## config.mk

```make
export PLATFORM = sky130hd
export DESIGN_NAME = pcs_prbs_loopback_ctrl
export DESIGN_NICKNAME = d
export VERILOG_FILES = /design/src/rtl/pcs_test_pkg.sv /design/src/rtl/pcs_sat_accum.sv /design/src/rtl/pcs_prbs_loopback_ctrl.sv
export SDC_FILE = /design/constraint.sdc
export NUM_CORES = 1
export LEC_CHECK = 0
export BUFFER_PORTS_ARGS = -buffer_cell sky130_fd_sc_hd__buf_2
export CAP_MARGIN = 20
export CORE_ASPECT_RATIO = 0.8
export CORE_MARGIN = 2
export CORE_UTILIZATION = 58
export CTS_CLUSTER_SIZE = 10
export DETAILED_ROUTE_END_ITERATION = 7
export PLACE_DENSITY_LB_ADDON = 0.05
export SYNTH_ARGS = -nofsm -noshare
export SYNTH_HDL_FRONTEND = slang
export SYNTH_SLANG_ARGS = --single-unit
```

## constraint.sdc

```tcl
create_clock -name clk -period 2.55 [get_ports clk]
set_input_delay 0.255 -clock clk [delete_from_list [all_inputs] [get_ports clk]]
set_output_delay 0.255 -clock clk [all_outputs]
set_load 0.05 [all_outputs]
```

## src/rtl/pcs_test_pkg.sv

```systemverilog
// Shared types for the PCS PRBS31 loopback self-test sequencer.
package pcs_test_pkg;

  typedef enum logic [2:0] {
    ST_IDLE,
    ST_SETTLE,
    ST_RX_RST,
    ST_WAIT_LOCK,
    ST_RUN,
    ST_PASS,
    ST_FAIL
  } pcs_test_state_t;

  localparam logic [2:0] FAIL_NONE      = 3'd0;
  localparam logic [2:0] FAIL_LOCK_TO   = 3'd1;
  localparam logic [2:0] FAIL_LOCK_LOST = 3'd2;
  localparam logic [2:0] FAIL_HIGH_BER  = 3'd3;
  localparam logic [2:0] FAIL_PRBS_ERR  = 3'd4;

endpackage

```

## src/rtl/pcs_sat_accum.sv

```systemverilog
// Saturating accumulator with synchronous clear; clear wins over add.
module pcs_sat_accum #(
  parameter int W    = 16,
  parameter int IN_W = 7
) (
  input  logic            clk,
  input  logic            rst_n,
  input  logic            clr,
  input  logic            en,
  input  logic [IN_W-1:0] din,
  output logic [W-1:0]    acc
);

  // One extra bit above the wider operand catches the carry out.
  localparam int SW = ((W > IN_W) ? W : IN_W) + 1;

  logic [SW-1:0] sum;
  logic [SW-1:0] sat_lim;

  assign sum     = SW'(acc) + SW'(din);
  assign sat_lim = SW'({W{1'b1}});

  always_ff @(posedge clk or negedge rst_n) begin
    if (!rst_n)             acc <= '0;
    else if (clr)           acc <= '0;
    else if (en) begin
      if (sum > sat_lim)    acc <= {W{1'b1}};
      else                  acc <= sum[W-1:0];
    end
  end

endmodule

```

## src/rtl/pcs_prbs_loopback_ctrl.sv

```systemverilog
// Sequencer for a line-loopback PRBS31 self-test of the 10G PHY:
// enable PRBS, settle, pulse RX reset, wait for lock, count errors, report.
module pcs_prbs_loopback_ctrl
  import pcs_test_pkg::*;
#(
  parameter int SETTLE_CYCLES = 6,
  parameter int RX_RST_CYCLES = 1,
  parameter int LOCK_TIMEOUT  = 64,
  parameter int RUN_CYCLES    = 140,
  parameter int ERR_ACC_WIDTH = 16,
  parameter int CNT_WIDTH     = 16
) (
  input  logic                     clk,
  input  logic                     rst_n,
  input  logic                     start,
  input  logic                     abort,
  input  logic                     rx_block_lock,
  input  logic                     rx_high_ber,
  input  logic [6:0]               rx_error_count,
  output logic                     cfg_tx_prbs31_enable,
  output logic                     cfg_rx_prbs31_enable,
  output logic                     rx_rst,
  output logic                     busy,
  output logic                     done,
  output logic                     pass,
  output logic [2:0]               fail_code,
  output logic [ERR_ACC_WIDTH-1:0] err_accum
);

  localparam logic [CNT_WIDTH-1:0] SETTLE_LAST = CNT_WIDTH'(SETTLE_CYCLES - 1);
  localparam logic [CNT_WIDTH-1:0] RXRST_LAST  = CNT_WIDTH'(RX_RST_CYCLES - 1);
  localparam logic [CNT_WIDTH-1:0] LOCK_LAST   = CNT_WIDTH'(LOCK_TIMEOUT - 1);
  localparam logic [CNT_WIDTH-1:0] RUN_LAST    = CNT_WIDTH'(RUN_CYCLES - 1);

  pcs_test_state_t       state;
  logic [CNT_WIDTH-1:0]  cnt;
  logic                  idle_like;
  logic                  acc_clr;
  logic                  acc_en;
  logic                  final_zero;

  assign idle_like  = (state == ST_IDLE) || (state == ST_PASS) || (state == ST_FAIL);
  assign acc_clr    = abort || (idle_like && start);
  assign acc_en     = (state == ST_RUN);
  // The last RUN cycle's count lands in the accumulator on the same edge.
  assign final_zero = (err_accum == '0) && (rx_error_count == 7'd0);

  pcs_sat_accum #(.W(ERR_ACC_WIDTH), .IN_W(7)) u_err_accum (
    .clk   (clk),
    .rst_n (rst_n),
    .clr   (acc_clr),
    .en    (acc_en),
    .din   (rx_error_count),
    .acc   (err_accum)
  );

  always_ff @(posedge clk or negedge rst_n) begin
    if (!rst_n) begin
      state                <= ST_IDLE;
      cnt                  <= '0;
      cfg_tx_prbs31_enable <= 1'b0;
      cfg_rx_prbs31_enable <= 1'b0;
      rx_rst               <= 1'b0;
      busy                 <= 1'b0;
      done                 <= 1'b0;
      pass                 <= 1'b0;
      fail_code            <= FAIL_NONE;
    end else if (abort) begin
      state                <= ST_IDLE;
      cnt                  <= '0;
      cfg_tx_prbs31_enable <= 1'b0;
      cfg_rx_prbs31_enable <= 1'b0;
      rx_rst               <= 1'b0;
      busy                 <= 1'b0;
      done                 <= 1'b0;
      pass                 <= 1'b0;
      fail_code            <= FAIL_NONE;
    end else begin
      done <= 1'b0;
      case (state)
        ST_IDLE, ST_PASS, ST_FAIL: begin
          if (start) begin
            state                <= ST_SETTLE;
            cnt                  <= '0;
            cfg_tx_prbs31_enable <= 1'b1;
            cfg_rx_prbs31_enable <= 1'b1;
            busy                 <= 1'b1;
            pass                 <= 1'b0;
            fail_code            <= FAIL_NONE;
          end
        end
        ST_SETTLE: begin
          if (cnt == SETTLE_LAST) begin
            state  <= ST_RX_RST;
            cnt    <= '0;
            rx_rst <= 1'b1;
          end else begin
            cnt <= cnt + CNT_WIDTH'(1);
          end
        end
        ST_RX_RST: begin
          if (cnt == RXRST_LAST) begin
            state  <= ST_WAIT_LOCK;
            cnt    <= '0;
            rx_rst <= 1'b0;
          end else begin
            cnt <= cnt + CNT_WIDTH'(1);
          end
        end
        ST_WAIT_LOCK: begin
          if (rx_block_lock && !rx_high_ber) begin
            state <= ST_RUN;
            cnt   <= '0;
          end else if (cnt == LOCK_LAST) begin
            state     <= ST_FAIL;
            cnt       <= '0;
            busy      <= 1'b0;
            done      <= 1'b1;
            fail_code <= FAIL_LOCK_TO;
          end else begin
            cnt <= cnt + CNT_WIDTH'(1);
          end
        end
        ST_RUN: begin
          if (!rx_block_lock || rx_high_ber || (cnt == RUN_LAST)) begin
            cnt  <= '0;
            busy <= 1'b0;
            done <= 1'b1;
            if (!rx_block_lock) begin
              state     <= ST_FAIL;
              fail_code <= FAIL_LOCK_LOST;
            end else if (rx_high_ber) begin
              state     <= ST_FAIL;
              fail_code <= FAIL_HIGH_BER;
            end else if (final_zero) begin
              state <= ST_PASS;
              pass  <= 1'b1;
            end else begin
              state     <= ST_FAIL;
              fail_code <= FAIL_PRBS_ERR;
            end
          end else begin
            cnt <= cnt + CNT_WIDTH'(1);
          end
        end
        default: begin
          state <= ST_IDLE;
          cnt   <= '0;
        end
      endcase
    end
  end

endmodule

```

==> results of run 1 <==
## cells in the final DEF (no fill, tap or decap), types with 7 or more instances in the layout
master	Yosys	routed
a21o_1	10	10
a21oi_1	19	18
a31oi_1	12	12
and3_1	7	7
buf_2	4	37
dfrtp_1	43	43
ha_1	10	9
inv_1	11	11
nand2_1	27	27
nand3_1	9	9
nor2_1	31	31
nor2b_1	8	8
nor3_1	9	9
nor4_1	7	7
o21ai_0	17	17
xnor2_1	10	10
## layer usage
layer | GRT usage (%) | vias to the layer above | share of wire [%]
met5 | 0 | - | 0
met2 | 40.1 | 103 | 42
met1 | 40.3 | 1223 | 51
met3 | 4.40 | 9 | 5.7
li1 | - | 1273 | -
met4 | 6.76 | 0 | 1.1
## final cells by class
| type | instances | area, sq um | area share, % |
|---|---|---|---|
| inverters | 11 | 41.3 | 1.26 |
| clock buffers | 6 | 82.6 | 2.52 |
| repair buffers | 45 | 260 | 7.94 |
| clock inverters | 2 | 35.0 | 1.07 |
| well taps | 60 | 75.1 | 2.29 |
| flip-flops and latches | 43 | 1080 | 32.8 |
| multi-input cells | 254 | 1710 | 52.1 |
## critical path: cells and delay by family (launching register included)
kind | cells | cell delay (ps)
AOI/OAI and AO/OA | 4 | 1250
adders and majority gates | 2 | 410
buffers and inverters | 1 | 60
DFF | 1 | 420
and+or+nand+nor | 2 | 140
## synth_stat cells (all sizes together), types with 3 or more instances
| library cell | instances |
|---|---|
| clkbuf | 7 |
| a31oi | 12 |
| buf | 8 |
| o21ai | 19 |
| ha | 10 |
| nand2b | 3 |
| or3 | 3 |
| nor3 | 10 |
| nor4 | 9 |
| nand4 | 6 |
| xor2 | 6 |
| nand2 | 29 |
| and3 | 7 |
| nor2 | 31 |
| o211ai | 4 |
| a21oi | 20 |
| nand3 | 10 |
| xnor2 | 10 |
| dfrtp | 43 |
| a21o | 10 |
| inv | 11 |
| nor2b | 8 |
## repair_timing
action | 4_1_cts | 5_1_grt
resized for setup | 0 | 3
hold buffers | 0 | 1
hold endpoints to repair | 0 | 5
setup endpoints to repair | 0 | 8
buffers inserted | 0 | 1
## per-stage QoR
stage	hold WS, ps	setup slack [ps]	cell area, sq um	power (mW)
after floorplan	-40.6	60.3	2900	1.44
after global placement	453	282	3110	1.60
after detailed placement	458	161	3110	1.61
after CTS	120	163	3230	2.17
after global routing	321	9.62	3280	2.30
final	301	174	3280	2.18
## how the worst max path moves through the flow
stage                              startpoint                              end  depth (start not counted)
4_1_cts        u_err_accum.acc[0]$_DFFE_PN0P_   u_err_accum.acc[1]$_DFFE_PN0P_                         10
3_3_place_gp   u_err_accum.acc[0]$_DFFE_PN0P_   u_err_accum.acc[1]$_DFFE_PN0P_                         10
6_report       u_err_accum.acc[0]$_DFFE_PN0P_  u_err_accum.acc[10]$_DFFE_PN0P_                          9
2_1_floorplan  u_err_accum.acc[0]$_DFFE_PN0P_   u_err_accum.acc[8]$_DFFE_PN0P_                         10
3_5_place_dp   u_err_accum.acc[0]$_DFFE_PN0P_   u_err_accum.acc[1]$_DFFE_PN0P_                         10
5_1_grt        u_err_accum.acc[0]$_DFFE_PN0P_  u_err_accum.acc[10]$_DFFE_PN0P_                          9
## sequential cells by signal, summed over array words and instances (netlist names)
register,count
busy,1
done,1
u_err_accum.acc,16
cfg_rx_prbs31_enable,1
cnt,16
pass,1
fail_code,3
rx_rst,1
state,3
## report_power, final
| group | switching (mW) | internal [mW] | leakage (nW) |
|---|---|---|---|
| clock network | 0.253 | 0.317 | 0.0612 |
| registers | 0.0759 | 0.738 | 0.594 |
| logic | 0.527 | 0.265 | 0.899 |
| total | 0.857 | 1.32 | 1.55 |
## logic make-up after synthesis
family	synth area share (%)
AND/OR/NAND/NOR	24.9
multiplexers	0.691
AO/OA/AOI/OAI	23.2
adder cells (fa/ha/maj)	5.01
buffers and inverters	4.23
flip-flops	37.1
XOR/XNOR	4.84
==> summary.md, run 1 <==
| Metric | Value |
|---|---|
| Slew Viols, Final | `0` |
| Max Root-Sink Buffers | `2` |
| CTS tree | `built` |
| Status | `finished clean` |
| Post-Syn Area | `2900 sq um` |
| Reg2reg setup slack | `170 ps` |
| Later-pin clock latency in the skew report | `310 ps` |
| Max rail drop VDD | `0.559 mV` |
| Detail Route Antenna Nets | `0` |
| Worst Setup Start Kind | `flip-flop` |
| Crit. End Element | `flip-flop` |
| Fin crit share | `93.2%` |
| Via count | `2,608` |
| HP Class | `in -> async` |
| Post-layout nets | `384` |
| Layout cells sized above 1 | `19.4%` |
| Crit Path Class | `reg -> reg` |
| Area leader, netlist | `dfrtp_1` |
| Avg Synthesized Cell Area | `8.97 sq um` |
| Crit-path slowest cell | `dfrtp_1` |
| Max cap viols | `0` |
| H-tree Lvls | `2` |
| DIE AREA | `5580 sq um` |
| Path depth of the worst reg2reg path | `9` |
| Routed WL | `7060 um` |
| Fin. Hold Viols | `0` |
| Worst stage delay on the critical path | `420 ps` |
| Gpl congestion | `0.896` |
| DRT iter0 DRCs | `222` |
| Synth area leaders | `dfrtp_1 37%, ha_1 4.3%, nor2_1 4.0%` |
| # setup viols final | `0` |
| Fmax | `421 MHz` |
| Die X | `83.0 um` |
| Via density | `6.19` |
| Global route overflow | `0` |
| First-pass GRT wire length | `11,800 um` |
| Inst Count DP | `410` |
| Cell variety after synth | `70` |
| Register area share after synthesis | `37.1%` |
| Syn_nets | `347` |
| Largest net degree at the start of global routing | `44` |
| Post-synth EDFFs | `0` |
| Arr. time, crit path | `2580 ps` |
| Setup TNS Final | `0 ps` |
| Fillers | `373` |
| Fin Clk Skew | `18.0 ps` |
| DR DRC count | `0` |
| Clk pin slew, worst setup/hold paths | `100 ps` |
| Die Y | `67.2 um` |
| Main synth FF type | `dfrtp_1` |
| Vias in the first global route | `2,365` |
| PwrDens | `664 nW/um^2` |
| Top cell type's share of synthesized area | `37.1%` |
| Finished Layout Cells | `421` |
| Routed length per placed instance | `16.8 um` |
| Synthesis warning total | `0` |
| Num CTS Buffers | `5` |
| Tmin final | `2380 ps` |
| Initial core utilization | `61.5%` |
| Worst-Margin Slew | `526 ps` |
| Leak Pwr | `1.55 nW` |
| Req. time, crit path | `2750 ps` |
| Global Route Usage Sum | `26.7%` |
| Antenna violations before repair | `0` |
| Fin util | `69.6%` |
| Crit-path max FO | `5` |
| Core area | `4710 sq um` |
| Post-DP HPWL | `5000 um` |
| Number of I/O pins | `38` |
| Root buffer cell | `clkbuf_8` |
| End of the worst register-to-register path | `u_err_accum.acc[10]$_DFFE_PN0P_` |
| Unrepaired setup endpoints after global routing | `false` |
| Reg-to-reg critical path startpoint | `u_err_accum.acc[0]$_DFFE_PN0P_` |
| Number of port buffers | `37` |
| Asr flop ratio synth | `100%` |
| Yosys reg bits | `43` |
| Mapped Cells | `323` |
| Max_slew headroom | `64.9%` |
| Layout area overhead | `13.1%` |
| Diodes inserted | `0` |
| Clk sinks | `43` |
| Rows | `22` |
| First-pass DRT Iterations | `5` |
| Critical Path, Cell by Cell | `ha_2 -> inv_1 -> fa_2 -> nor2b_1 -> o21a_1 -> o211ai_1 -> a211o_1 -> nor2_1 -> a2111o_1` |
Power figures use the tool's default switching activity.
==> run 2: changes to the inputs <==
--- a/config.mk
+++ b/config.mk
@@ -9,7 +9,7 @@
 export CAP_MARGIN = 20
 export CORE_ASPECT_RATIO = 0.8
 export CORE_MARGIN = 2
-export CORE_UTILIZATION = 58
+export CORE_UTILIZATION = 63
 export CTS_CLUSTER_SIZE = 10
 export DETAILED_ROUTE_END_ITERATION = 7
 export PLACE_DENSITY_LB_ADDON = 0.05
==> constraint.sdc (replaced) <==
create_clock -name clk -period 2.9 [get_ports clk]
set_input_delay 0.29 -clock clk [delete_from_list [all_inputs] [get_ports clk]]
set_output_delay 0.29 -clock clk [all_outputs]
set_load 0.05 [all_outputs]
==> run 2 against run 1 <==
Final cell count decreased by 1.2%. Non-clock buffer count decreased by 4. Sequential share of layout area increased by 0.86 points. Highest routed layer unchanged. Routed wire length decreased by 6.1%. Count of clock-buffer cells in the layout unchanged. Critical endpoint unchanged. Setup slack improved by 220 ps. Clock skew decreased by 11 ps. Hold slack got worse by 160 ps. Largest power group unchanged. Clock power decreased by 33%. Combinational power decreased by 12%. Utilization increased by 1.1 points.
==> summary.md, run 2 (synthesis gave the netlist of run 1 again) <==
| Metric | Value |
|---|---|
| Core area | `4510 sq um (-4.1%)` |
| Clk sinks | `43 (unchanged)` |
| Status | `finished clean` |
| Slew Viols, Final | `0 (unchanged)` |
| WL met2 | `2850 um (-5.0%)` |
| DR DRC count | `0 (unchanged)` |
| Fillers | `354 (-5.1%)` |
| Global route overflow | `0 (unchanged)` |
| Path depth of the worst reg2reg path | `9 (unchanged)` |
| Routed WL | `6630 um (-6.1%)` |
| First-pass GRT wire length | `11,200 um (-5.4%)` |
| Largest net degree at the start of global routing | `44 (unchanged)` |
| DIE AREA | `5160 sq um (-7.5%)` |
| Max rail drop VDD | `0.438 mV (-22%)` |
| Gpl congestion | `0.868 (-3.2%)` |
| Fmax | `399 MHz (-5.1%)` |
| DRT iter0 DRCs | `197 (-11%)` |
| PwrDens | `563 nW/um^2 (-15%)` |
| CTS tree | `built` |
| End of the worst register-to-register path | `u_err_accum.acc[10]$_DFFE_PN0P_` |
| Post-CTS setup buffers | `0 (unchanged)` |
| DR WL met3 | `413 um (+2.5%)` |
| Tmin final | `2500 ps (+128 ps)` |
| Leak Pwr | `1.52 nW (-2.2%)` |
| Global Route Usage Sum | `27.3% (+0.68 points)` |
| Max Used Layer | `met4` |
| Fin crit share | `86.3% (-6.8 points)` |
| Max Root-Sink Buffers | `2 (unchanged)` |
| Most common cell after layout, fill and taps aside | `dfrtp_1` |
| Cts repair resizes | `0 (unchanged)` |
| Vias in the first global route | `2,287 (-3.3%)` |
| Worst-Margin Slew | `949 ps (+423 ps)` |
| Root buffer cell | `clkbuf_8` |
| H-tree Lvls | `2 (unchanged)` |
| M1 WL | `3310 um (-7.6%)` |
| Crit Path Class | `reg -> reg` |
| Number of port buffers | `37 (unchanged)` |
| # setup viols final | `0 (unchanged)` |
| First-pass DRT Iterations | `5 (unchanged)` |
| Layout cells sized above 1 | `17.7% (-1.7 points)` |
| Worst hold slack | `144 ps (-157 ps)` |
| Commonest non-fill, non-tap cells in the layout | `43 x dfrtp_1, 37 x buf_2, 31 x nor2_1` |
| Max cap viols | `0 (unchanged)` |
| Max_slew headroom | `36.8% (-28 points)` |
| Req. time, crit path | `3080 ps (+330 ps)` |
| Largest regs | `cnt (16), u_err_accum.acc (16)` |
| HP Class | `in -> async` |
| Fin. Hold Viols | `0 (unchanged)` |
| Post-route cell area | `3190 sq um (-2.6%)` |
| Crit. End Element | `flip-flop` |
| Number of I/O pins | `38 (unchanged)` |
| Die Y | `64.6 um (-3.8%)` |
| Reg2reg setup slack | `400 ps (+220 ps)` |
| Die X | `79.8 um (-3.9%)` |
| Layout area overhead | `10.2%` |
| Setup TNS Final | `0 ps (unchanged)` |
| Reg-to-reg critical path startpoint | `u_err_accum.acc[0]$_DFFE_PN0P_` |
| Diodes inserted | `0 (unchanged)` |
| Post-DP HPWL | `4800 um (-4.0%)` |
| # hold bufs at CTS | `0 (unchanged)` |
| Via density | `6.30 (+1.6%)` |
| Unrepaired setup endpoints after global routing | `false` |
| Crit-path max FO | `10 (+5)` |
| Dpl cell area | `3110 sq um (-0.24%)` |
| Rows | `22 (unchanged)` |
| Routed length per placed instance | `15.9 um (-5.0%)` |
| Arr. time, crit path | `2680 ps (+100 ps)` |
| Post-layout nets | `380 (-1.0%)` |
| Initial core utilization | `64.2% (+2.6 points)` |
| Worst Setup Start Kind | `flip-flop` |
| Later-pin clock latency in the skew report | `290 ps (-20 ps)` |
| Num CTS Buffers | `5 (unchanged)` |
| Detail Route Antenna Nets | `0 (unchanged)` |
| Fin Clk Skew | `7.45 ps (-10.6 ps)` |
| Via count | `2,619 (+0.42%)` |
| Antenna violations before repair | `0 (unchanged)` |
| Clk pin slew, worst setup/hold paths | `80 ps (-20 ps)` |
[run 2: area by class of cell]
class / count / area (sq um) / area share [%]
repair buffers: 41 / 215 / 6.74
well taps: 60 / 75.1 / 2.35
clock inverters: 1 / 5.00 / 0.157
multi-input cells: 254 / 1700 / 53.2
flip-flops and latches: 43 / 1080 / 33.7
clock buffers: 6 / 82.6 / 2.59
inverters: 11 / 41.3 / 1.29
[run 2: routing by layer]
metal  track usage [%]  up-vias
met1              43.0     1242
met2              39.0       98
li1                  -     1271
met4              6.78        0
met3              4.60        8
met5                 0        -
[run 2: metrics by stage]
step                util (%)  power (mW)  worst slack [ps]  cells
global route            70.7        1.91               240    416
detailed placement      68.8        1.41               434    409
floorplan                  -        1.27               410    323
CTS                     70.7        1.80               429    416
global placement        68.8        1.40               495    409
finish                  70.7        1.80               397    416
[run 2: critical path: stages (launching register included)]
cell	delay [ps]
dfrtp_1	410
ha_1	210
inv_1	70
fa_1	200
nor2b_1	60
o21a_1	170
o211ai_1	360
a211o_1	400
nor2_1	120
a2111o_1	400
[run 2: worst max path at each step]
stage                              startpoint                               to  slack, ps  cells past startpoint
2_1_floorplan  u_err_accum.acc[0]$_DFFE_PN0P_   u_err_accum.acc[8]$_DFFE_PN0P_        410                     10
3_3_place_gp                rx_error_count[0]  u_err_accum.acc[10]$_DFFE_PN0P_        490                     10
3_5_place_dp                rx_error_count[0]  u_err_accum.acc[10]$_DFFE_PN0P_        430                     10
4_1_cts        u_err_accum.acc[0]$_DFFE_PN0P_  u_err_accum.acc[10]$_DFFE_PN0P_        430                      9
5_1_grt        u_err_accum.acc[0]$_DFFE_PN0P_  u_err_accum.acc[10]$_DFFE_PN0P_        240                      9
6_report       u_err_accum.acc[0]$_DFFE_PN0P_  u_err_accum.acc[10]$_DFFE_PN0P_        400                      9
[run 2: where the power goes]
group | total, mW | internal [mW] | switching, mW | leakage [nW]
clock | 0.381 | 0.187 | 0.194 | 0.0470
combinational | 0.698 | 0.229 | 0.469 | 0.879
sequential | 0.718 | 0.649 | 0.0694 | 0.594
